`config.mk`:
```
export PLATFORM = sky130hd
export DESIGN_NAME = load_store_unit
export DESIGN_NICKNAME = d
export VERILOG_FILES = /design/src/rtl/load_store_unit.sv
export SDC_FILE = /design/constraint.sdc
export NUM_CORES = 1
export LEC_CHECK = 0
export BUFFER_PORTS_ARGS = -buffer_cell sky130_fd_sc_hd__clkbuf_2
export CORE_MARGIN = 1
export CORE_UTILIZATION = 40
export DETAILED_ROUTE_END_ITERATION = 7
export PLACE_DENSITY = 0.69
export SYNTH_ARGS = -nofsm -noshare
export SYNTH_HDL_FRONTEND = slang
export SYNTH_SLANG_ARGS = --single-unit
```
`constraint.sdc`:
```
create_clock -name clk -period 3.6 [get_ports clk]
set_input_delay 0.72 -clock clk [delete_from_list [all_inputs] [get_ports clk]]
set_output_delay 0.72 -clock clk [all_outputs]
set_load 0.005 [all_outputs]
```
`src/rtl/load_store_unit.sv`:
```
// Load/store unit: sizes, aligns and lane-shifts core memory requests onto a single-beat bus.
// Optional memory watchdog is enabled by defining LSU_TIMEOUT_EN.
module load_store_unit #(
   parameter int XLEN           = 64,
   parameter int TIMEOUT_CYCLES = 255
) (
   input  logic              clk,
   input  logic              reset,
   input  logic              req_valid,
   output logic              req_ready,
   input  logic              req_we,
   input  logic [2:0]        req_funct3,
   input  logic [XLEN-1:0]   req_addr,
   input  logic [XLEN-1:0]   req_wdata,
   output logic              resp_valid,
   output logic [XLEN-1:0]   resp_rdata,
   output logic              resp_err,
   output logic              mem_req,
   output logic              mem_we,
   output logic [XLEN-1:0]   mem_addr,
   output logic [XLEN/8-1:0] mem_be,
   output logic [XLEN-1:0]   mem_wdata,
   input  logic              mem_gnt,
   input  logic              mem_rvalid,
   input  logic [XLEN-1:0]   mem_rdata
);

   localparam int BE  = XLEN / 8;
   localparam int OFF = $clog2(BE);

   localparam logic [1:0] S_IDLE = 2'd0;
   localparam logic [1:0] S_REQ  = 2'd1;
   localparam logic [1:0] S_WAIT = 2'd2;
   localparam logic [1:0] S_RESP = 2'd3;

   logic [1:0]      state_reg, state_next;
   logic            we_reg;
   logic [2:0]      funct3_reg;
   logic [OFF-1:0]  off_reg;
   logic [XLEN-1:0] addr_reg, wdata_reg, rdata_reg;
   logic [BE-1:0]   be_reg;
   logic            err_reg;

   logic [1:0]      size;
   logic [OFF-1:0]  offset;
   logic [2:0]      align_mask;
   logic [BE-1:0]   size_mask;
   logic            illegal, misaligned, legal;
   logic [XLEN-1:0] shifted, load_data;
   logic            busy, timeout;

   assign size   = req_funct3[1:0];
   assign offset = req_addr[OFF-1:0];
   assign busy   = (state_reg == S_REQ) || (state_reg == S_WAIT);

   always_comb begin
      align_mask = 3'b000;
      size_mask  = BE'(8'h01);
      case (size)
         2'd0: begin align_mask = 3'b000; size_mask = BE'(8'h01); end
         2'd1: begin align_mask = 3'b001; size_mask = BE'(8'h03); end
         2'd2: begin align_mask = 3'b011; size_mask = BE'(8'h0F); end
         default: begin align_mask = 3'b111; size_mask = BE'(8'hFF); end
      endcase
   end

   always_comb begin
      illegal = (req_funct3 == 3'b111) || (req_we && req_funct3[2]);
      if (XLEN == 32 && (req_funct3 == 3'b011 || req_funct3 == 3'b110))
         illegal = 1'b1;
   end

   assign misaligned = |(req_addr[2:0] & align_mask);
   assign legal      = !illegal && !misaligned;

   // Bring the addressed lane down to bit 0, then truncate and extend per size code.
   assign shifted = mem_rdata >> {off_reg, 3'b000};

   always_comb begin
      load_data = shifted;
      case (funct3_reg)
         3'b000:  load_data = XLEN'($signed(shifted[7:0]));
         3'b001:  load_data = XLEN'($signed(shifted[15:0]));
         3'b010:  load_data = XLEN'($signed(shifted[31:0]));
         3'b100:  load_data = XLEN'(shifted[7:0]);
         3'b101:  load_data = XLEN'(shifted[15:0]);
         3'b110:  load_data = XLEN'(shifted[31:0]);
         default: load_data = shifted;
      endcase
   end

`ifdef LSU_TIMEOUT_EN
   localparam int CW = $clog2(TIMEOUT_CYCLES + 1);
   logic [CW-1:0] tmo_cnt_reg;

   // The budget spans REQ and WAIT together; the count only restarts on a new bus request.
   assign timeout = busy && (tmo_cnt_reg >= CW'(TIMEOUT_CYCLES - 1));

   always_ff @(posedge clk or negedge reset) begin
      if (!reset)
         tmo_cnt_reg <= '0;
      else if (state_reg == S_IDLE && req_valid && legal)
         tmo_cnt_reg <= '0;
      else if (busy)
         tmo_cnt_reg <= tmo_cnt_reg + CW'(1);
   end
`else
   assign timeout = 1'b0;
`endif

   always_comb begin
      state_next = state_reg;
      case (state_reg)
         S_IDLE: if (req_valid) state_next = legal ? S_REQ : S_RESP;
         S_REQ: begin
            if (mem_gnt)      state_next = S_WAIT;
            else if (timeout) state_next = S_RESP;
         end
         S_WAIT: begin
            if (mem_rvalid)   state_next = S_RESP;
            else if (timeout) state_next = S_RESP;
         end
         default: state_next = S_IDLE;
      endcase
   end

   always_ff @(posedge clk or negedge reset) begin
      if (!reset) begin
         state_reg  <= S_IDLE;
         we_reg     <= 1'b0;
         funct3_reg <= 3'b000;
         off_reg    <= '0;
         addr_reg   <= '0;
         be_reg     <= '0;
         wdata_reg  <= '0;
         rdata_reg  <= '0;
         err_reg    <= 1'b0;
      end else begin
         state_reg <= state_next;
         case (state_reg)
            S_IDLE: begin
               if (req_valid) begin
                  rdata_reg <= '0;
                  err_reg   <= !legal;
                  if (legal) begin
                     we_reg     <= req_we;
                     funct3_reg <= req_funct3;
                     off_reg    <= offset;
                     addr_reg   <= {req_addr[XLEN-1:OFF], {OFF{1'b0}}};
                     be_reg     <= size_mask << offset;
                     wdata_reg  <= req_wdata << {offset, 3'b000};
                  end
               end
            end
            S_REQ: begin
               if (!mem_gnt && timeout) begin
                  err_reg   <= 1'b1;
                  rdata_reg <= '0;
               end
            end
            S_WAIT: begin
               if (mem_rvalid) begin
                  err_reg   <= 1'b0;
                  rdata_reg <= we_reg ? '0 : load_data;
               end else if (timeout) begin
                  err_reg   <= 1'b1;
                  rdata_reg <= '0;
               end
            end
            default: begin
               err_reg   <= 1'b0;
               rdata_reg <= '0;
            end
         endcase
      end
   end

   assign req_ready  = (state_reg == S_IDLE);
   assign resp_valid = (state_reg == S_RESP);
   assign resp_err   = err_reg;
   assign resp_rdata = rdata_reg;
   assign mem_req    = (state_reg == S_REQ);
   assign mem_we     = we_reg && (state_reg == S_REQ);
   assign mem_addr   = addr_reg;
   assign mem_be     = be_reg;
   assign mem_wdata  = wdata_reg;

endmodule

```
==> results of run 1 <==
metal layers:
metal	routed length, um	track usage	vias up
li1	-	-	5229
met1	15800	0.320	5373
met2	19700	0.449	477
met3	3370	0.0616	76
met4	1360	0.0937	0
met5	0	0	-
cell type report:
type	instances	area [um^2]
fillers	2760	14000
multi-input cells	962	5990
flip-flops and latches	207	5180
repair buffers	427	2260
clock buffers	33	696
well taps	384	480
clock inverters	11	164
inverters	6	22.5
diodes	1	2.50
worst max-delay path by stage:
| stage | startpoint | to | slack (ps) | cells past startpoint |
|---|---|---|---|---|
| floorplan | req_addr[0] | mem_wdata[55]$_DFFE_PN0P_ | 1360 | 7 |
| global placement | req_addr[1] | mem_addr[26]$_DFFE_PN0P_ | 880 | 7 |
| detailed placement | req_addr[1] | mem_addr[23]$_DFFE_PN0P_ | 810 | 7 |
| CTS | state_reg[1]$_DFFE_PN0P_ | resp_rdata[29]$_DFFE_PN0P_ | 1030 | 6 |
| global route | state_reg[1]$_DFFE_PN0P_ | resp_rdata[18]$_DFFE_PN0P_ | 860 | 6 |
| finish | state_reg[0]$_DFFE_PN0P_ | resp_rdata[47]$_DFFE_PN0P_ | 1010 | 8 |
cell families (layout without fill, tap and decap cells):
logic type	count (synthesis)	count (layout)
muxes	132	132
other	1	4
AOI/OAI and AO/OA	369	369
and+or+nand+nor	454	454
buffers and inverters	126	477
DFF	207	207
adders and majority gates	4	4
cell usage after synthesis (all sizes together), types with 2 or more instances:
cell     number  area [um^2]
a31oi        31          319
or2          13         81.3
a21o         11         82.6
mux2         28          315
o21ai        72          360
dfrtp       207         5180
o21a         34          255
o31ai        22          165
clkbuf       55          206
o221ai       31          272
a22oi        10         80.1
nor3b         9         72.6
a21boi        8         60.1
mux4          7          158
buf          65          379
a2bb2oi       8         70.1
inv           6         22.5
a21oi        79          395
a211o         8         70.1
o22a          8         70.1
ha            4         50.1
mux2i        97          971
a211oi       40          300
nor2b        28          175
nand2       355         1330
o211ai        3         22.5
nor2         35          131
nand2b        4         25.0
and2          2         12.5
power by group through the flow:
stage | combinational [mW] | clock (mW) | sequential (mW)
after floorplan | 3.06 | 0 | 3.88
after global placement | 4.94 | 0 | 4.02
after detailed placement | 5.03 | 0 | 4.03
after CTS | 5.03 | 2.71 | 4.02
after global routing | 5.50 | 2.79 | 4.15
final | 5.02 | 2.64 | 4.03
per-stage QoR:
stage	total power, mW	utilization	instances	hold slack (ps)	cell area, um^2
floorplan	6.95	-	1295	424	11800
global placement	8.97	0.484	1986	458	13900
detailed placement	9.06	0.484	1986	461	13900
CTS	11.8	0.514	2030	215	14800
global route	12.4	0.514	2030	233	14800
finish	11.7	0.514	2031	191	14800
==> results.toml, run 1 <==
[status]
status = "completed"

[sta]
relSlewSlack = 0.404
fin_setup_tns_ps = 0
tightestPinTransition_ps = 894
slew_viol_final = 0
hold_viol = 0
rsz0062_at_grt = "no"
finalSetupViolations = 0
timing.final.crit_share = 0.719
fin_worst_skew_ps = 11.9
fin_crit_ps = 2590
max_freq_mhz = 386
fin_ws_ps = 1010

[global_route]
grt_max_degree = 95
gr-usage-all-layers = 0.262
grt-ovfl-total = 0
antenna_found_initial = 1
grt_pass1_vias = 10900
grt_pass1_wl_um = 62000

[worst_setup_path]
arrival_ps = 2970
cpMaxStageDelayCell = "or3_2"
rr_worst_depth = 8
critPathRequiredTime_ps = 3980
cp_top_family = "simple AND/OR/NAND/NOR gates"
critPathMaxStageDelay_ps = 720
cp-end-kind = "register"
worstPathCellList = "inv_1 > ha_1 > nor2b_1 > or3_2 > buf_12 > nand2_1 > a21boi_0 > a31oi_2"
cp_max_fo = 37
critPathKind = "reg2reg"
crit_buf_inv = 2
r2r_setup_slack_ps = 1010
r2r_end = "resp_rdata[47]$_DFFE_PN0P_"
rr_startpoint = "state_reg[0]$_DFFE_PN0P_"
setup.worst_path.start_class = "register"

[min_path]
min_path_type = "in2async"

[cts]
numClockSinks = 207
h-tree-depth = 1
hold_buffers = 0
clock_path_buffers = 3
postCtsSetupRepairBufs = 0
cts_buffers = 24
clk-insertion-delay-late_ps = 520
path_clk_slew_ps = 60
ctsRootBufferMaster = "clkbuf_16"
tritoncts = "yes"
cts-resized-gates = 0

[placed_design]
pre_cts_ws_ps = 815
numPortBuffers = 402
hpwl_um = 30000
gp_congestion = 0.952

[yosys]
ys_warn_count = 0
ys_ff_latch = 207
synth_ff_type = "dfrtp_1"
synth-xor-area-share = 0
synth_edf_count = 0
synthMuxAreaShare = 0.123
netlist_area_um2 = 11800
postSynthCellCount = 1293
avgSynthCellArea_um2 = 9.09
synthSimpleGateAreaFrac = 0.162
synth_compound_area_frac = 0.218
yosysSeqAreaShare = 0.441
synth_top_family_by_area = "compound AO/OA/AOI/OAI gates"
async_reset_ff_frac = 1.00
synth_fa_ha_area_frac = 0.00426
synth_cell_types = 52

[power_and_ir_drop]
p_seq_frac = 0.344
switching_share = 0.400
intPower_mw = 7.01
p_sw_mw = 4.68
p_leak_nw = 7.40
powerDensity_nw_per_um2 = 790
ir_worst_vdd_mv = 0.384
p_clk_frac = 0.226
comb_power_share = 0.430

[cells_and_area]
drive_gt1_frac = 0.330
mostFrequentLayoutCells = "398 x clkbuf_2, 355 x nand2_1, 205 x dfrtp_1"
fin_nets = 1833
final_common_cell = "clkbuf_2"
syn2layout_area_growth_pct = 25.9

[routing]
firstDrtPassIters = 5
drtIter0Drc = 896
viasPerCell = 5.49
drc = 0
vias = 11200
wl_per_cell_um = 19.8
routed_wl_um = 40200
ant_nets = 0

[die]
start_util = 0.408
io_pins = 406
die_area_um2 = 30100
coreArea_um2 = 28800
rows = 62
die_w_um = 173
die_y_um = 173

[run]
cap_viol_max_count = 0
No activity file was read; power rests on OpenSTA's default activity.
==> inputs of run 2 (changes only) <==
==> constraint.sdc (replaced) <==
create_clock -name clk -period 2.4 [get_ports clk]
set_input_delay 0.48 -clock clk [delete_from_list [all_inputs] [get_ports clk]]
set_output_delay 0.48 -clock clk [all_outputs]
set_load 0.005 [all_outputs]
==> results.toml, run 2 (synthesis gave the netlist of run 1 again) <==
[worst_setup_path]
setup.worst_path.start_class = "register"
crit_start = "state_reg[1]$_DFFE_PN0P_"
worstPathCellList = "inv_1 > ha_1 > or4bb_1 > or2_1 > buf_4 > o21a_1 > a31oi_2"
cpMaxStageDelayCell = "or4bb_1"
arrival_ps = 2680
critPathMaxStageDelay_ps = 510
cp-end-kind = "register"
critPathRequiredTime_ps = 2830
critPathKind = "reg2reg"
cp_max_fo = 39
rr_startpoint = "state_reg[1]$_DFFE_PN0P_"

[sta]
finalSetupViolations = 0
fin_setup_tns_ps = 0
rsz0062_at_grt = "no"
hold_viol = 0
timing.final.crit_share = 0.937
relSlewSlack = 0.484
slew_viol_final = 0
tightestPinTransition_ps = 773
max_freq_mhz = 445
fin_crit_ps = 2250
fin_worst_skew_ps = 8.49

[routing]
vias = 11300
ant_nets = 0
firstDrtPassIters = 5
viasPerCell = 5.46
wl_per_cell_um = 19.6
drtIter0Drc = 979
drc = 0
routed_wl_um = 40500

[placed_design]
hpwl_um = 30100
gp_congestion = 0.962
place_inst = 2022
numPortBuffers = 402

[cts]
clk-insertion-delay-late_ps = 520
path_clk_slew_ps = 60
cts_buffers = 24
numClockSinks = 207
tritoncts = "yes"
postCtsSetupRepairBufs = 0
h-tree-depth = 1
clock_path_buffers = 3
ctsRootBufferMaster = "clkbuf_16"

[cells_and_area]
final-instance-count-excl-fill = 2067
drive_gt1_frac = 0.344
mostFrequentLayoutCells = "398 x clkbuf_2, 354 x nand2_1, 205 x dfrtp_1"
final_common_cell = "clkbuf_2"
fin_nets = 1870
syn2layout_area_growth_pct = 28.4

[power_and_ir_drop]
powerDensity_nw_per_um2 = 1160
p_leak_nw = 7.57
ir_worst_vdd_mv = 0.705

[die]
io_pins = 406
die_y_um = 173
die_w_um = 173
start_util = 0.408
rows = 62
coreArea_um2 = 28800
die_area_um2 = 30100

[global_route]
grt_pass1_vias = 11000
grt_pass1_wl_um = 62400
grt-ovfl-total = 0
antenna_found_initial = 2
grt_max_degree = 94
gr-usage-all-layers = 0.264

[run]
cap_viol_max_count = 0

[min_path]
min_path_type = "in2reg"
min_from = "req_addr[42]"

[status]
status = "completed"
==> run 2: cell count changes in the layout (fill, tap and decap cells not counted) <==
| cell | previous run | this run |
|---|---|---|
| bufinv_16 | 4 | 1 |
| nand2_2 | 0 | 1 |
| nand2_1 | 355 | 354 |
| clkinv_2 | 4 | 5 |
| diode_2 | 1 | 2 |
| buf_4 | 23 | 52 |
| nor3b_4 | 0 | 1 |
| nor3b_2 | 1 | 0 |
| dlygate4sd3_1 | 0 | 1 |
| buf_12 | 4 | 11 |
==> run 2: cell type report <==
cell class / instances / area (um^2)
sequential: 207 / 5180
clock inverter: 9 / 78.8
fill: 2678 / 13700
antenna: 2 / 5.00
tap: 384 / 480
multi-input combinational: 962 / 5990
clock buffer: 33 / 696
timing repair buffer: 464 / 2630
inverter: 6 / 22.5
==> run 2: layer usage <==
layer / GRT usage / up-vias / part of all wire
met4: 0.0933 / 2 / 0.035
met2: 0.442 / 520 / 0.48
met5: 0 / - / 0.00025
li1: - / 5303 / -
met3: 0.0695 / 81 / 0.089
met1: 0.328 / 5389 / 0.39
==> run 2: metrics by stage <==
step	instance area [um^2]	hold slack (ps)	worst slack, ps	utilization	power, mW
final	15100	152	152	0.524	17.5
after CTS	15100	128	77.4	0.524	17.6
after floorplan	11800	184	363	-	10.4
after global placement	14300	457	175	0.497	13.8
after global routing	15100	140	37.6	0.524	18.6
after detailed placement	14300	462	102	0.497	13.9
==> run 2: worst paths after layout <==
path | to | slack (ps) | cells after the start
hold / removal | mem_addr[42]$_DFFE_PN0P_ | 150 | 3
hold reg to reg | mem_addr[14]$_DFFE_PN0P_ | 470 | 2
setup / recovery | resp_rdata[56]$_DFFE_PN0P_ | 150 | 7
min in group asynchronous | resp_rdata[5]$_DFFE_PN0P_ | 520 | 2
setup reg to reg | resp_rdata[56]$_DFFE_PN0P_ | 150 | 7
max in group asynchronous | mem_wdata[52]$_DFFE_PN0P_ | 1230 | 3
==> run 2: repair_timing <==
action                                  in CTS  in global routing
endpoints found under the hold margin       52                  0
hold buffers                                 1                  0
endpoints found under the setup margin       0                 21
resized for setup                            0                  2
==> run 2: report_power, final <==
| group | leakage, nW | internal [mW] | switching [mW] |
|---|---|---|---|
| registers | 2.68 | 4.91 | 1.00 |
| clock network | 0.380 | 2.13 | 1.49 |
| logic | 4.51 | 3.41 | 4.58 |
==> run 2: worst max-delay path: cells and delay by family, from the launching register on <==
family / cells / cell delay, ps
AND/OR/NAND/NOR: 2 / 800
flip-flops: 1 / 400
buffers and inverters: 2 / 370
AO/OA/AOI/OAI: 2 / 370
adder cells (fa/ha/maj): 1 / 200
==> inputs of run 3 (changes only) <==
--- a/config.mk
+++ b/config.mk
@@ -6,6 +6,7 @@
 export NUM_CORES = 1
 export LEC_CHECK = 0
 export BUFFER_PORTS_ARGS = -buffer_cell sky130_fd_sc_hd__clkbuf_2
+export CORE_ASPECT_RATIO = 0.5
 export CORE_MARGIN = 1
 export CORE_UTILIZATION = 40
 export DETAILED_ROUTE_END_ITERATION = 7
==> results.toml, run 3 (synthesis gave the netlist of run 1 again) <==
[die]
die_y_um = 123
coreArea_um2 = 28300
start_util = 0.415
die_w_um = 244
rows = 43
die_area_um2 = 30100
io_pins = 406

[min_path]
min_path_type = "in2reg"
min_from = "req_addr[56]"

[cells_and_area]
final_common_cell = "clkbuf_2"
fin_nets = 1862
syn2layout_area_growth_pct = 27.9
mostFrequentLayoutCells = "399 x clkbuf_2, 354 x nand2_1, 205 x dfrtp_1"
regArea_um2 = 5180
final-instance-count-excl-fill = 2051
drive_gt1_frac = 0.340
final_area_um2 = 15000
multi_input_area_um2 = 5990
fillers = 2690
antennaDiodeCount = 0

[status]
status = "completed"

[power_and_ir_drop]
p_leak_nw = 7.53
powerDensity_nw_per_um2 = 1160
ir_worst_vdd_mv = 0.816

[cts]
clk-insertion-delay-late_ps = 530
ctsRootBufferMaster = "clkbuf_16"
cts_buffers = 21
h-tree-depth = 1
numClockSinks = 207
tritoncts = "yes"
postCtsSetupRepairBufs = 0
path_clk_slew_ps = 60
clock_path_buffers = 3

[routing]
wl_per_cell_um = 19.1
vias = 11100
drtIter0Drc = 994
routed_wl_um = 39200
firstDrtPassIters = 5
ant_nets = 0
viasPerCell = 5.39
drc = 0

[worst_setup_path]
rr_startpoint = "off_reg[0]$_DFFE_PN0P_"
critPathKind = "reg2reg"
cp-end-kind = "register"
critPathRequiredTime_ps = 2800
cp_max_fo = 27
setup.worst_path.start_class = "register"
crit_start = "off_reg[0]$_DFFE_PN0P_"
arrival_ps = 2600

[global_route]
grt_pass1_vias = 10600
grt_max_degree = 88
grt_pass1_wl_um = 60000
antenna_found_initial = 0
gr-usage-all-layers = 0.255
grt-ovfl-total = 0

[sta]
fin_worst_skew_ps = 23.6
max_freq_mhz = 453
whs_ps = 140
timing.final.crit_share = 0.920
fin_setup_tns_ps = 0
tightestPinTransition_ps = 732
slew_viol_final = 0
fin_crit_ps = 2210
finalSetupViolations = 0
hold_viol = 0
rsz0062_at_grt = "no"
relSlewSlack = 0.511

[placed_design]
dpl_cell_area_um2 = 14300
hpwl_um = 29200
numPortBuffers = 402
place_inst = 2015
gp_congestion = 0.846

[run]
cap_viol_max_count = 0
run 3: changes by cell type in the layout (fill, tap and decap cells not counted), sizes merged:
cell,previous run,this run
inv,6,7
bufinv,1,3
buf,65,58
clkinv,6,3
clkinvlp,2,1
diode,2,0
clkbuf,431,427
run 3: final cells by class:
| cell class | count | share of cell area |
|---|---|---|
| Multi-Input combinational cell | 962 | 0.398 |
| Sequential cell | 207 | 0.345 |
| Timing Repair Buffer | 459 | 0.177 |
| Clock buffer | 27 | 0.0385 |
| Tap cell | 382 | 0.0318 |
| Clock inverter | 8 | 0.00808 |
| Inverter | 6 | 0.00150 |
run 3: repair_timing:
item | 4_1_cts | 5_1_grt
gates resized for setup | 0 | 1
hold buffers | 1 | 0
hold endpoints to repair | 42 | 0
setup endpoints to repair | 0 | 12
run 3: through the flow:
stage / power [mW] / setup WS (ps) / util
4_1_cts: 17.4 / 135 / 0.531
5_1_grt: 18.5 / 67.3 / 0.531
2_1_floorplan: 10.4 / 363 / -
3_5_place_dp: 13.9 / 152 / 0.506
3_3_place_gp: 13.8 / 211 / 0.506
6_report: 17.4 / 193 / 0.531
run 3: worst max-delay path, cell delays in order (launching register included):
cell,delay (ps)
dfrtp_4,530
buf_12,230
buf_12,220
mux2i_1,260
a2bb2oi_1,310
o21ai_0,200
a21boi_0,250
a31oi_1,60
run 3: per-layer routing:
layer / share of wire / global-route usage / wire length, um / vias up
met3: 0.064 / 0.0462 / 2490 / 63
met2: 0.49 / 0.430 / 19100 / 357
met5: 0 / 0 / 0 / -
li1: - / - / - / 5288
met1: 0.42 / 0.337 / 16600 / 5352
met4: 0.026 / 0.0746 / 1020 / 0
run 3: path summary, 6_finish.rpt:
| path | slack (ps) | end | cells after the start |
|---|---|---|---|
| setup / recovery | 190 | resp_rdata[41]$_DFFE_PN0P_ | 7 |
| setup reg to reg | 190 | resp_rdata[41]$_DFFE_PN0P_ | 7 |
| hold / removal | 140 | mem_addr[56]$_DFFE_PN0P_ | 3 |
| hold reg to reg | 470 | mem_addr[18]$_DFFE_PN0P_ | 2 |
| max in group asynchronous | 1230 | mem_wdata[6]$_DFFE_PN0P_ | 3 |
| min in group asynchronous | 510 | mem_wdata[57]$_DFFE_PN0P_ | 2 |
run 3: report_power, final:
part,switching (mW),leakage (nW),internal (mW)
clock network,1.44,0.343,2.02
logic,4.52,4.51,3.44
registers,1.03,2.68,4.91
